`config.mk`:
```
export PLATFORM = sky130hd
export DESIGN_NAME = lut_loader
export DESIGN_NICKNAME = d
export VERILOG_FILES = /design/src/rtl/lut_loader.sv
export SDC_FILE = /design/constraint.sdc
export NUM_CORES = 1
export LEC_CHECK = 0
export ABC_AREA = 0
export BUFFER_PORTS_ARGS = -buffer_cell sky130_fd_sc_hd__buf_2
export CORE_ASPECT_RATIO = 0.5
export CORE_MARGIN = 2
export CORE_UTILIZATION = 25
export CTS_CLUSTER_DIAMETER = 80
export DETAILED_ROUTE_END_ITERATION = 7
export GPL_TIMING_DRIVEN = 0
export PLACE_DENSITY_LB_ADDON = 0.12
export SLEW_MARGIN = 0
export SYNTH_ARGS = -nofsm -noshare
export SYNTH_HDL_FRONTEND = slang
export SYNTH_SLANG_ARGS = --single-unit
```
`constraint.sdc`:
```
create_clock -name clk -period 3.3 [get_ports clk]
set_input_delay 0.825 -clock clk [delete_from_list [all_inputs] [get_ports clk]]
set_output_delay 0.825 -clock clk [all_outputs]
set_load 0.02 [all_outputs]
```
`src/rtl/lut_loader.sv`:
```
// Streams the LUT image into the SR lookup-table bank as word pairs over its
// dual-port write interface, then flags load_done for the SR datapath.
module lut_loader #(
  parameter int unsigned DEPTH    = 3392,
  parameter int unsigned AW       = 12,
  parameter int unsigned DW       = 32,
  parameter int unsigned ADDR_OFS = 4
) (
  input  logic          clk,
  input  logic          rst,
  input  logic          load_start,
  input  logic          in_valid,
  input  logic [DW-1:0] in_data,
  output logic          in_ready,
  output logic [DW-1:0] data1,
  output logic [DW-1:0] data2,
  output logic [AW-1:0] addr1,
  output logic [AW-1:0] addr2,
  output logic          LUT_WE,
  output logic          load_busy,
  output logic          load_done,
  output logic [DW-1:0] lut_csum
);

  typedef enum logic [1:0] {S_IDLE, S_LOAD, S_FLUSH, S_DONE} state_t;

  state_t        r_state;
  state_t        w_next;
  logic          w_start;
  logic          w_accept;
  logic [AW-1:0] r_cnt;
  logic [DW-1:0] r_hold;
  logic [DW-1:0] r_data1;
  logic [DW-1:0] r_data2;
  logic [AW-1:0] r_addr1;
  logic [AW-1:0] r_addr2;
  logic          r_wr_pend;
  logic          r_lut_we_n;
  logic          r_in_ready;
  logic          r_load_busy;
  logic          r_load_done;
  logic [DW-1:0] r_csum;

  // Next-state logic; in_ready is only ever high in LOAD, so accept needs no count compare.
  always_comb begin
    w_next   = r_state;
    w_start  = 1'b0;
    w_accept = 1'b0;
    case (r_state)
      S_IDLE, S_DONE: begin
        if (load_start) begin
          w_start = 1'b1;
          w_next  = S_LOAD;
        end
      end
      S_LOAD: begin
        w_accept = in_valid && r_in_ready;
        if (w_accept && (r_cnt == AW'(DEPTH - 1))) w_next = S_FLUSH;
      end
      S_FLUSH: begin
        if (!r_lut_we_n) w_next = S_DONE;
      end
      default: w_next = S_IDLE;
    endcase
  end

  // State, pairing and write pipeline; data is launched one cycle ahead of addr/WE.
  always_ff @(posedge clk) begin
    if (rst) begin
      r_state     <= S_IDLE;
      r_cnt       <= '0;
      r_hold      <= '0;
      r_data1     <= '0;
      r_data2     <= '0;
      r_addr1     <= '0;
      r_addr2     <= '0;
      r_wr_pend   <= 1'b0;
      r_lut_we_n  <= 1'b1;
      r_in_ready  <= 1'b0;
      r_load_busy <= 1'b0;
      r_load_done <= 1'b0;
      r_csum      <= '0;
    end else begin
      r_state     <= w_next;
      r_in_ready  <= (w_next == S_LOAD);
      r_load_busy <= (w_next == S_LOAD);
      if (w_start) begin
        r_cnt       <= '0;
        r_csum      <= '0;
        r_load_done <= 1'b0;
      end else if ((r_state == S_FLUSH) && !r_lut_we_n) begin
        r_load_done <= 1'b1;
      end
      if (w_accept) begin
        r_cnt  <= r_cnt + AW'(1);
        r_csum <= r_csum ^ in_data;
        if (!r_cnt[0]) begin
          r_hold <= in_data;
        end else begin
          r_data1 <= r_hold;
          r_data2 <= in_data;
        end
      end
      r_wr_pend  <= w_accept && r_cnt[0];
      r_lut_we_n <= !r_wr_pend;
      // r_cnt already points past the pair here, hence the -2/-1.
      if (r_wr_pend) begin
        r_addr1 <= r_cnt - AW'(2) + AW'(ADDR_OFS);
        r_addr2 <= r_cnt - AW'(1) + AW'(ADDR_OFS);
      end
    end
  end

  assign in_ready  = r_in_ready;
  assign data1     = r_data1;
  assign data2     = r_data2;
  assign addr1     = r_addr1;
  assign addr2     = r_addr2;
  assign LUT_WE    = r_lut_we_n;
  assign load_busy = r_load_busy;
  assign load_done = r_load_done;
  assign lut_csum  = r_csum;

endmodule

```
==> summary.md, run 1 <==
| Metric | Value |
|---|---|
| Status | finished, final reports clean |
| Clk buf depth | 2 |
| Most used flip-flop cell after synthesis | dfxtp_1 |
| RSZ-0062 raised after global routing | no |
| Die H | 118 um |
| Top Family by Delay on Critical Path | compound AO/OA/AOI/OAI gates |
| Die area | 27400 um^2 |
| Post-DR vias/cell | 4.36 |
| Share of layout cells above drive strength 1 | 0.221 |
| Area grow syn2layout | 27.2% |
| Crit path time final | 2510 ps |
| WS Path Type | reg -> reg |
| TritonCTS clock tree | built |
| Slew Viols, Final | 0 |
| Filler cell count | 2783 |
| H-tree levels | 4 |
| Max IR drop VDD | 0.324 mV |
| Worst-Skew Late Latency | 440 ps |
| Post-CTS sizing | 0 |
| Mapped Cells | 784 |
| Worst Hold Path EP | data1[12] |
| Hold-fix buffers, CTS | 0 |
| FF-to-FF setup slack | 790 ps |
| Post-Syn Nets | 827 |
| Largest net degree at the start of global routing | 17 |
| Initial antenna violation count | 0 |
| Seq/Total Area, Yosys | 0.524 |
| CP max stage delay | 760 ps |
| Buf+Inv Stages, Crit Path | 2 |
| Reg-to-reg endpoint | lut_csum[2] |
| CP arrival | 2820 ps |
| Synth unique cells | 43 |
| Hold_ws | 452 ps |
| Worst hold path depth | 2 |
| Top-Level Pins | 160 |
| Leakage | 3.21 nW |
| YS warnings | 0 |
| Global placement routability congestion | 0.755 |
| Met3 wire len | 826 um |
| Worst EP required | 3600 ps |
| HP Start | r_hold[12] |
| Die width | 232 um |
| DR WL/cell | 15.5 um |
| DR pass1 iterations | 4 |
| Critical path depth | 6 |
| Post-CTS setup buffers | 0 |
| Inserted Clock Buffers | 17 |
| Core Region | 25300 um^2 |
| CP max FO | 10 |
| Antenna viol nets, final | 0 |
| Top Metal Used | met4 |
| Final setup fails | 0 |
| DRT iter0 DRCs | 240 |
| Fin crit share | 0.762 |
| Synth top area share | 0.524 |
| CTS sink cnt | 170 |
| GRT Overall Usage | 0.153 |
| First-pass GRT wire length | 31.8 mm |
| Fin Clk Skew | 6.55 ps |
| Metal2 WL | 9.71 mm |
| Post-synth top area cell | dfxtp_1 |
| Utilization after layout | 0.326 |
| R2R depth | 6 |
| Ranking of synthesized cells by area | dfxtp_1 52%, nand2_1 14%, a21oi_1 7.7% |
| # rows | 41 |
| Total grt overflow | 0 |
| Initial Utilization | 0.256 |
| TNS Setup | 0 ps |
| Worst-margin pin slew | 930 ps |
| Final nets | 1004 |
| Hold/Removal Path Class | reg -> reg |
| Max Cap Viol | 0 |
| DRC viols | 0 |
| Pwr/cell area | 506 nW/um^2 |
| Vias | 5736 |
| Number of diodes | 0 |
| CTS root buf | clkbuf_16 |
| CP startpoint kind | flop |
| Hold Vio Cnt, Final | 0 |
| Ys async rst share | 0 |
| Post-Route WL | 20.5 mm |
| Slowest-stage cell, CP | o21bai_1 |
| Reg clk slew, reported paths | 70 ps |
| Max Freq | 398 MHz |
| Port bufs | 158 |
| Rel. slew slack | 0.379 |
| Number of enable flip-flop cells after synthesis | 0 |
| Post-synthesis register bit count | 170 |
| Netlist Area Pre-Place | 6490 um^2 |
| Detail Placement HPWL | 15.0 mm |
| Area occupied by multi-input gates | 2810 um^2 |
| Critical Path Sink Type | flop |
| Critical path, cell by cell | inv_1 > ha_1 > nand2_1 > o21bai_1 > clkbuf_1 > nor2_1 |
| Syn avg cell area | 8.28 um^2 |
| Crit Reg-Reg Startpoint | r_state[0] |
| Met1 WL | 9.65 mm |
| Vias in the first global route | 5446 |
| Register area | 3400 um^2 |
## worst max-delay path by stage
stage	start	slack [ps]	to
CTS	r_state[0]	700	lut_csum[10]
global placement	in_valid	560	lut_csum[10]
detailed placement	in_valid	510	lut_csum[10]
finish	r_state[0]	790	lut_csum[2]
global route	r_state[0]	530	lut_csum[6]
floorplan	in_valid	1450	r_cnt[11]
## layer usage
layer | GRT usage | vias up
li1 | - | 2932
met1 | 0.198 | 2707
met2 | 0.248 | 80
met3 | 0.0422 | 17
met4 | 0.0449 | 0
met5 | 0 | -
## stage by stage
stage	total power [mW]	instances	cell area [um^2]	setup WS (ps)
6_report	4.18	1317	8260	785
5_1_grt	4.36	1317	8260	529
4_1_cts	4.26	1317	8260	698
3_5_place_dp	2.29	1286	7710	511
3_3_place_gp	2.29	1286	7710	560
2_1_floorplan	2.21	784	6490	1450
## final cells by class
type	instances	share of cell area
inverter	6	0.00273
tap	344	0.0521
buffer	56	0.0308
multi-input combinational	552	0.341
clock buffer	22	0.0538
clock inverter	9	0.0121
sequential	170	0.412
timing repair buffer	158	0.0957
## cell usage after synthesis (7+ instances only)
cell type,instances
buf_2,16
nor2_1,66
clkbuf_1,30
a21oi_1,100
nand2_1,240
nand3_1,9
o21ai_0,8
a211oi_1,15
xnor2_1,10
dfxtp_1,170
ha_1,7
nor3_1,9
xor2_1,37
a311oi_1,8
## power breakdown
part / leakage [nW] / internal (mW) / switching (mW)
Combinational: 1.58 / 0.0481 / 0.119
Clock: 0.264 / 1.10 / 0.835
Sequential: 1.37 / 2.06 / 0.00961
Total: 3.21 / 3.21 / 0.964
## logic make-up after synthesis
logic type | synth area share
muxes | 0.00925
DFF | 0.524
and+or+nand+nor | 0.222
adders and majority gates | 0.0135
buffers and inverters | 0.0426
AOI/OAI and AO/OA | 0.126
xor gates and xnor gates | 0.0634
## worst min-delay path: cells and delay by family, from the launching register on
kind	cells	cell delay [ps]
DFF	1	310
and+or+nand+nor	1	50
AOI/OAI and AO/OA	1	50
## registers in the layout, indices dropped and copies added (netlist names)
name,flops
addr1,12
data2,32
LUT_WE,1
load_busy,1
lut_csum,32
data1,32
r_hold,32
load_done,1
r_cnt,12
r_state,2
r_wr_pend,1
addr2,12
## placed cells by master (no fill, tap or decap), types with 7 or more instances in the layout
cell	count
xor2_1	37
clkbuf_1	35
o21ai_0	8
a211oi_1	15
clkbuf_16	17
buf_2	174
nand2_1	240
nor2_1	66
nand3_1	9
a311oi_1	8
xnor2_1	10
a21oi_1	100
dfxtp_1	170
ha_1	7
nor3_1	9
(Power assumes the default switching activity.)
==> run 2: changes to the inputs <==
- ABC_AREA: 0 -> 1
- clock period: 3.3 -> 2.3 ns (I/O delays scaled with it)
==> run 2 against run 1 <==
Net effect: final cell count up 5.9%; maximum frequency up 29%; clock power up 50%; synthesized area up 2.3%; core utilization down 0.34 points; power up 58%; cell area up 2.6%; hold slack worse by 98 ps; wire length up 9.7%; setup slack worse by 440 ps; critical endpoint is now data1[0]; largest cell class unchanged; highest routed layer unchanged.
==> summary.md, run 2 <==
| Metric | Value |
|---|---|
| Mapped Cells | 850 (+8.4%) |
| Fin Clk Skew | 8.65 ps (+2.09 ps) |
| Hold Vio Cnt, Final | 0 (unchanged) |
| Rel. slew slack | 0.484 (+0.105) |
| CP startpoint kind | flop |
| Worst-Skew Late Latency | 440 ps (about the same) |
| Leakage | 3.80 nW (+19%) |
| Vias in the first global route | 5785 (+6.2%) |
| DRC viols | 0 (unchanged) |
| Core Region | 26300 um^2 (+3.7%) |
| Clk pwr share | 0.442 (-0.022) |
| Seq/Total Area, Yosys | 0.512 (-0.0119) |
| Post-Syn Nets | 893 (+8.0%) |
| Synth top area share | 0.512 (-0.0119) |
| Syn avg cell area | 7.82 um^2 (-5.6%) |
| DR pass1 iterations | 5 (+1) |
| Most common cell after layout, fill and taps aside | buf_2 |
| Post-Route WL | 22.4 mm (+9.7%) |
| Worst-margin pin slew | 774 ps (-156 ps) |
| Fin crit share | 0.848 (+0.0864) |
| RSZ-0062 raised after global routing | no |
| DR WL/cell | 16.1 um (+3.6%) |
| P_sw | 1.70 mW (+77%) |
| Die area | 28000 um^2 (+2.3%) |
| Count leader, synth | dfxtp_1 |
| Total grt overflow | 0 (unchanged) |
| FF-to-FF setup slack | 350 ps (-440 ps) |
| DRT iter0 DRCs | 320 (+33%) |
| Worst hold path depth | 3 (+1) |
| Vias | 6176 (+7.7%) |
| CP arrival | 2280 ps (-540 ps) |
| Max Freq | 512 MHz (+29%) |
| Netlist Area Pre-Place | 6650 um^2 (+2.3%) |
| First-pass GRT wire length | 34.1 mm (+7.1%) |
| Internal Dissipation | 4.88 mW (+52%) |
| Area grow syn2layout | 27.5% |
| Reg clk slew, reported paths | 60 ps (about the same) |
| Port bufs | 159 (+0.63%) |
| Critical Path Sink Type | flop |
| Worst Hold Path EP | data2[11] |
| YS warnings | 0 (unchanged) |
| Most frequent cells in the layout | 179 x buf_2, 170 x dfxtp_1, 125 x nand2_1 |
| Reg-to-reg endpoint | data1[0] |
| Final Instance Count excl. Fillers | 1395 (+5.9%) |
| Final setup fails | 0 (unchanged) |
| H-tree levels | 4 (unchanged) |
| Crit path time final | 1950 ps (-563 ps) |
| # rows | 42 (+2.4%) |
| Largest net degree at the start of global routing | 17 (unchanged) |
| CTS sink cnt | 170 (unchanged) |
| Flop pwr share | 0.463 (-0.033) |
| Cell count after placement | 1361 (+5.8%) |
| Top-Level Pins | 160 (unchanged) |
| Ys async rst share | 0 (unchanged) |
| Slew Viols, Final | 0 (unchanged) |
| Final nets | 1071 (+6.7%) |
| Max Cap Viol | 0 (unchanged) |
| HP Start | in_data[11] |
| Ranking of synthesized cells by area | dfxtp_1 51%, o21ai_0 8.7%, a21oi_1 7.8% |
| GRT Overall Usage | 0.166 (+0.0125) |
| R2R depth | 8 (+2) |
| Number of enable flip-flop cells after synthesis | 0 (unchanged) |
| CTS root buf | clkbuf_16 |
| Hold/Removal Path Class | in -> reg |
| Share of layout cells above drive strength 1 | 0.224 (+0.00286) |
| Pwr/cell area | 777 nW/um^2 (+54%) |
| TritonCTS clock tree | built |
| Die H | 119 um (+1.1%) |
| Post-DR vias/cell | 4.43 (+1.7%) |
| Global placement routability congestion | 0.806 (+6.7%) |
| CP max FO | 10 (unchanged) |
| Crit Reg-Reg Startpoint | r_state[1] |
| Die width | 235 um (+1.1%) |
| Status | finished, final reports clean |
| Max IR drop VDD | 0.471 mV (+45%) |
| Net Sw Frac | 0.258 (+0.0278) |
| Synth unique cells | 31 (-28%) |
| Initial antenna violation count | 2 (+2) |
| Initial Utilization | 0.253 (-0.00334) |
| Combinational share of power | 0.095 (+0.055) |
| Most used flip-flop cell after synthesis | dfxtp_1 |
| Worst EP required | 2630 ps (-970 ps) |
| TNS Setup | 0 ps (unchanged) |
| Clk buf depth | 2 (unchanged) |
| Top post-synthesis cells by count | 170 x dfxtp_1, 125 x nand2_1, 115 x o21ai_0 |
| Inserted Clock Buffers | 17 (unchanged) |
| WS Path Type | reg -> reg |
| Post-synth top area cell | dfxtp_1 |
| Post-CTS setup buffers | 0 (unchanged) |
| Hold-fix buffers, CTS | 0 (unchanged) |
| Antenna viol nets, final | 0 (unchanged) |
| Post-CTS sizing | 0 (unchanged) |
| Post-synthesis register bit count | 170 (unchanged) |
| Detail Placement HPWL | 16.8 mm (+12%) |
-- run 2: cell types whose count changed after synthesis, sizes merged, moves of 6 or more --
cell,previous run,this run
nand2,240,127
nand3b,0,13
inv,6,100
o21ai,8,128
a211oi,15,0
xnor2,10,1
a311oi,8,0
nand3,11,54
clkbuf,31,21
or3,7,0
xor2,37,12
mux2i,6,0
-- run 2: worst max-delay path by stage --
stage,startpoint,endpoint,depth (start not counted)
2_1_floorplan,r_state[0],lut_csum[10],8
3_3_place_gp,rst,addr2[5],6
3_5_place_dp,rst,addr2[5],6
4_1_cts,r_state[0],lut_csum[18],8
5_1_grt,r_state[1],r_hold[23],8
6_report,r_state[1],data1[0],8
-- run 2: power groups by stage --
stage,clock (mW),sequential [mW],combinational (mW)
after floorplan,0,3.13,0.377
final,2.91,3.05,0.627
after detailed placement,0,3.11,0.632
after global placement,0,3.11,0.628
after CTS,3.00,3.05,0.635
after global routing,3.14,3.05,0.709
-- run 2: area by class of cell --
type                       instances  area (um^2)
fill                            2905        17800
sequential                       170         3400
multi-input combinational        530         2620
timing repair buffer             159          796
clock buffer                      21          470
tap                              352          440
inverter                         100          375
buffer                            50          250
clock inverter                    11          118
antenna                            2         5.00
-- run 2: logic make-up (layout without fill, tap and decap cells) --
logic type / count (synthesis) / count (layout) / share of synthesized area
compound gates: 237 / 237 / 0.181
fa+ha+maj: 7 / 7 / 0.0132
xor+xnor: 13 / 13 / 0.0171
buf+inv: 150 / 341 / 0.0941
simple gates: 273 / 273 / 0.183
flops: 170 / 170 / 0.512
other cells: 0 / 2 / 0
-- run 2: through the flow --
| step | hold slack [ps] | worst slack, ps | area [um^2] | util | power (mW) |
|---|---|---|---|---|---|
| after floorplan | 430 | 794 | 6650 | - | 3.51 |
| after global placement | 442 | 217 | 7880 | 0.300 | 3.74 |
| after detailed placement | 447 | 193 | 7880 | 0.300 | 3.74 |
| after CTS | 336 | 307 | 8470 | 0.322 | 6.68 |
| after global routing | 350 | 178 | 8470 | 0.322 | 6.90 |
| final | 354 | 349 | 8470 | 0.323 | 6.59 |
-- run 2: per-layer routing --
layer | track usage | wire (um)
met2 | 0.267 | 10600
met4 | 0.0373 | 211
met5 | 0 | 0
met1 | 0.221 | 10600
met3 | 0.0450 | 1060
-- run 2: worst max-delay path: stages (launching register included) --
cell and delay (ps):
dfxtp_1 330, inv_1 90, ha_1 240, nand3_4 180, nor2_4 270, inv_2 180
clkbuf_1 310, nor2_1 180, nor2_1 60
==> run 3: changes to the inputs <==
- ABC_AREA: 1 -> 0
- clock period: 2.3 -> 1.9 ns (I/O delays scaled with it)
==> run 3 against run 2 <==
Net effect: sequential power grew 18%; combinational power shrank 48%; setup slack lost 290 ps; critical path type unchanged; largest cell class unchanged; highest routed layer unchanged.
==> summary.md, run 3 (synthesized netlist as in run 1, its figures left out) <==
| Metric | Value |
|---|---|
| Status | finished, final reports clean |
| Share of layout cells above drive strength 1 | 0.249 (+0.0249) |
| Slew Viols, Final | 0 (unchanged) |
| Hold_ws | 295 ps (-59.5 ps) |
| Hold/Removal Path Class | in -> reg |
| Initial Utilization | 0.256 (+0.00334) |
| CTS root buf | clkbuf_16 |
| Final nets | 1008 (-5.9%) |
| TritonCTS clock tree | built |
| Critical Path Sink Type | flop |
| Total grt overflow | 0 (unchanged) |
| DR pass1 iterations | 4 (-1) |
| Vias | 5756 (-6.8%) |
| Die width | 232 um (-1.1%) |
| Internal Dissipation | 5.61 mW (+15%) |
| Max Cap Viol | 0 (unchanged) |
| Net Sw Frac | 0.232 (-0.0262) |
| DRC viols | 0 (unchanged) |
| Top Family by Delay on Critical Path | buffers and inverters |
| Flop pwr share | 0.493 (+0.030) |
| Final setup fails | 0 (unchanged) |
| Rel. slew slack | 0.547 (+0.0631) |
| Vias in the first global route | 5451 (-5.8%) |
| Hold-fix buffers, CTS | 0 (unchanged) |
| Die H | 118 um (-1.1%) |
| Area grow syn2layout | 30.7% |
| CTS sink cnt | 170 (unchanged) |
| Final Instance Count excl. Fillers | 1321 (-5.3%) |
| Leakage | 3.31 nW (-13%) |
| P_sw | 1.70 mW (-0.24%) |
| Post-DR vias/cell | 4.36 (-1.6%) |
| Most used cell, CP | buf_6 |
| Port bufs | 158 (-0.63%) |
| Core Region | 25300 um^2 (-3.6%) |
| Worst hold path depth | 3 (unchanged) |
| Utilization after layout | 0.335 (+0.0123) |
| Crit path time final | 1840 ps (-114 ps) |
| Clk buf depth | 2 (unchanged) |
| Number of diodes | 0 (-2) |
| Hold Vio Cnt, Final | 0 (unchanged) |
| Initial antenna violation count | 0 (-2) |
| Inserted Clock Buffers | 17 (unchanged) |
| HP Start | in_data[10] |
| Crit Reg-Reg Startpoint | r_state[1] |
| Design area | 8480 um^2 (+0.12%) |
| Detail Placement HPWL | 15.0 mm (-10%) |
| CP startpoint kind | flop |
| Worst-Skew Late Latency | 440 ps (about the same) |
| Combinational share of power | 0.045 (-0.050) |
| Fin crit share | 0.967 (+0.119) |
| Most common cell after layout, fill and taps aside | nand2_1 |
| R2R depth | 7 (-1) |
| Reg-to-reg endpoint | r_cnt[6] |
| Largest net degree at the start of global routing | 17 (unchanged) |
| CP max FO | 10 (unchanged) |
| Top-Level Pins | 160 (unchanged) |
| FF-to-FF setup slack | 60 ps (-290 ps) |
| Slowest-stage cell, CP | dfxtp_1 |
| First-pass GRT wire length | 31.9 mm (-6.4%) |
| Final worst setup slack | 62.3 ps (-286 ps) |
| Most frequent cells in the layout | 239 x nand2_1, 168 x dfxtp_1, 165 x buf_2 |
| Buf+Inv Stages, Crit Path | 3 (unchanged) |
| Critical path, cell by cell | inv_1 > ha_4 > and3_2 > buf_6 > buf_6 > o21ai_0 > a311oi_1 |
| Register area | 3410 um^2 (about the same) |
| Global placement routability congestion | 0.755 (-6.3%) |
| Placed inst area | 7710 um^2 (-2.1%) |
| CP max stage delay | 350 ps (+20 ps) |
| # rows | 41 (-2.4%) |
| WS Path Type | reg -> reg |
| Fin Clk Skew | 6.92 ps (-1.73 ps) |
| Worst Hold Path EP | data2[10] |
| Pwr/cell area | 862 nW/um^2 (+11%) |
| Reg clk slew, reported paths | 70 ps (about the same) |
| CP arrival | 2180 ps (-100 ps) |
| Post-Place Worst Slack | -694 ps (-888 ps) |
| Antenna viol nets, final | 0 (unchanged) |
| Cell count after placement | 1286 (-5.5%) |
| Area occupied by multi-input gates | 2930 um^2 (+12%) |
| Max Freq | 544 MHz (+6.2%) |
| DRT iter0 DRCs | 242 (-24%) |
| GRT Overall Usage | 0.153 (-0.0122) |
| Worst-margin pin slew | 680 ps (-94.6 ps) |
| Post-Route WL | 20.5 mm (-8.7%) |
| Worst EP required | 2240 ps (-390 ps) |
| H-tree levels | 4 (unchanged) |
| Clk pwr share | 0.462 (+0.020) |
| DR WL/cell | 15.5 um (-3.6%) |
| Filler cell count | 2761 (-5.0%) |
| Die area | 27400 um^2 (-2.2%) |
| Max IR drop VDD | 0.561 mV (+19%) |
-- run 3: power by group through the flow --
| stage | clock network (mW) | registers [mW] | logic [mW] |
|---|---|---|---|
| after floorplan | 0 | 3.69 | 0.141 |
| after global placement | 0 | 3.68 | 0.295 |
| after detailed placement | 0 | 3.68 | 0.298 |
| after CTS | 3.50 | 3.60 | 0.309 |
| after global routing | 3.64 | 3.61 | 0.363 |
| final | 3.38 | 3.61 | 0.329 |
-- run 3: layout make-up --
cell class	count	area share
plain buffers	56	0.0370
clock buffers	22	0.0524
clock inverters	9	0.0118
inverters	6	0.00265
multi-input cells	552	0.346
flip-flops and latches	170	0.401
well taps	344	0.0507
repair buffers	162	0.0982
-- run 3: routing by layer --
layer | GRT usage | vias up | wire length, um | part of all wire
met4 | 0.0449 | 0 | 264 | 0.013
li1 | - | 2945 | - | -
met1 | 0.199 | 2719 | 9760 | 0.48
met5 | 0 | - | 0 | 0
met3 | 0.0422 | 17 | 752 | 0.037
met2 | 0.248 | 75 | 9700 | 0.47
-- run 3: what timing repair did --
item,CTS,global route
pin swaps,0,2
endpoints found under the setup margin,85,122
hold endpoints to repair,0,0
buffers inserted,0,4
gates resized for setup,22,36
-- run 3: how the worst max path moves through the flow --
| stage | cells after the start | end | from | slack [ps] |
|---|---|---|---|---|
| after floorplan | 6 | lut_csum[10] | r_state[0] | 230 |
| after global placement | 6 | lut_csum[10] | r_state[0] | -630 |
| after detailed placement | 6 | lut_csum[10] | r_state[0] | -690 |
| after CTS | 6 | r_cnt[11] | r_state[1] | -90 |
| after global routing | 5 | addr2[10] | r_cnt[0] | -6 |
| final | 7 | r_cnt[6] | r_state[1] | 60 |
-- run 3: worst min-delay path, stage by stage --
cell and delay [ps]:
buf_2 120, nand2_1 50, a21oi_1 50
-- run 3: metrics by stage --
stage,TNS (ps),power [mW]
2_1_floorplan,0,3.83
3_3_place_gp,-42800,3.98
3_5_place_dp,-47500,3.98
4_1_cts,-637,7.41
5_1_grt,-6.10,7.61
6_report,0,7.31
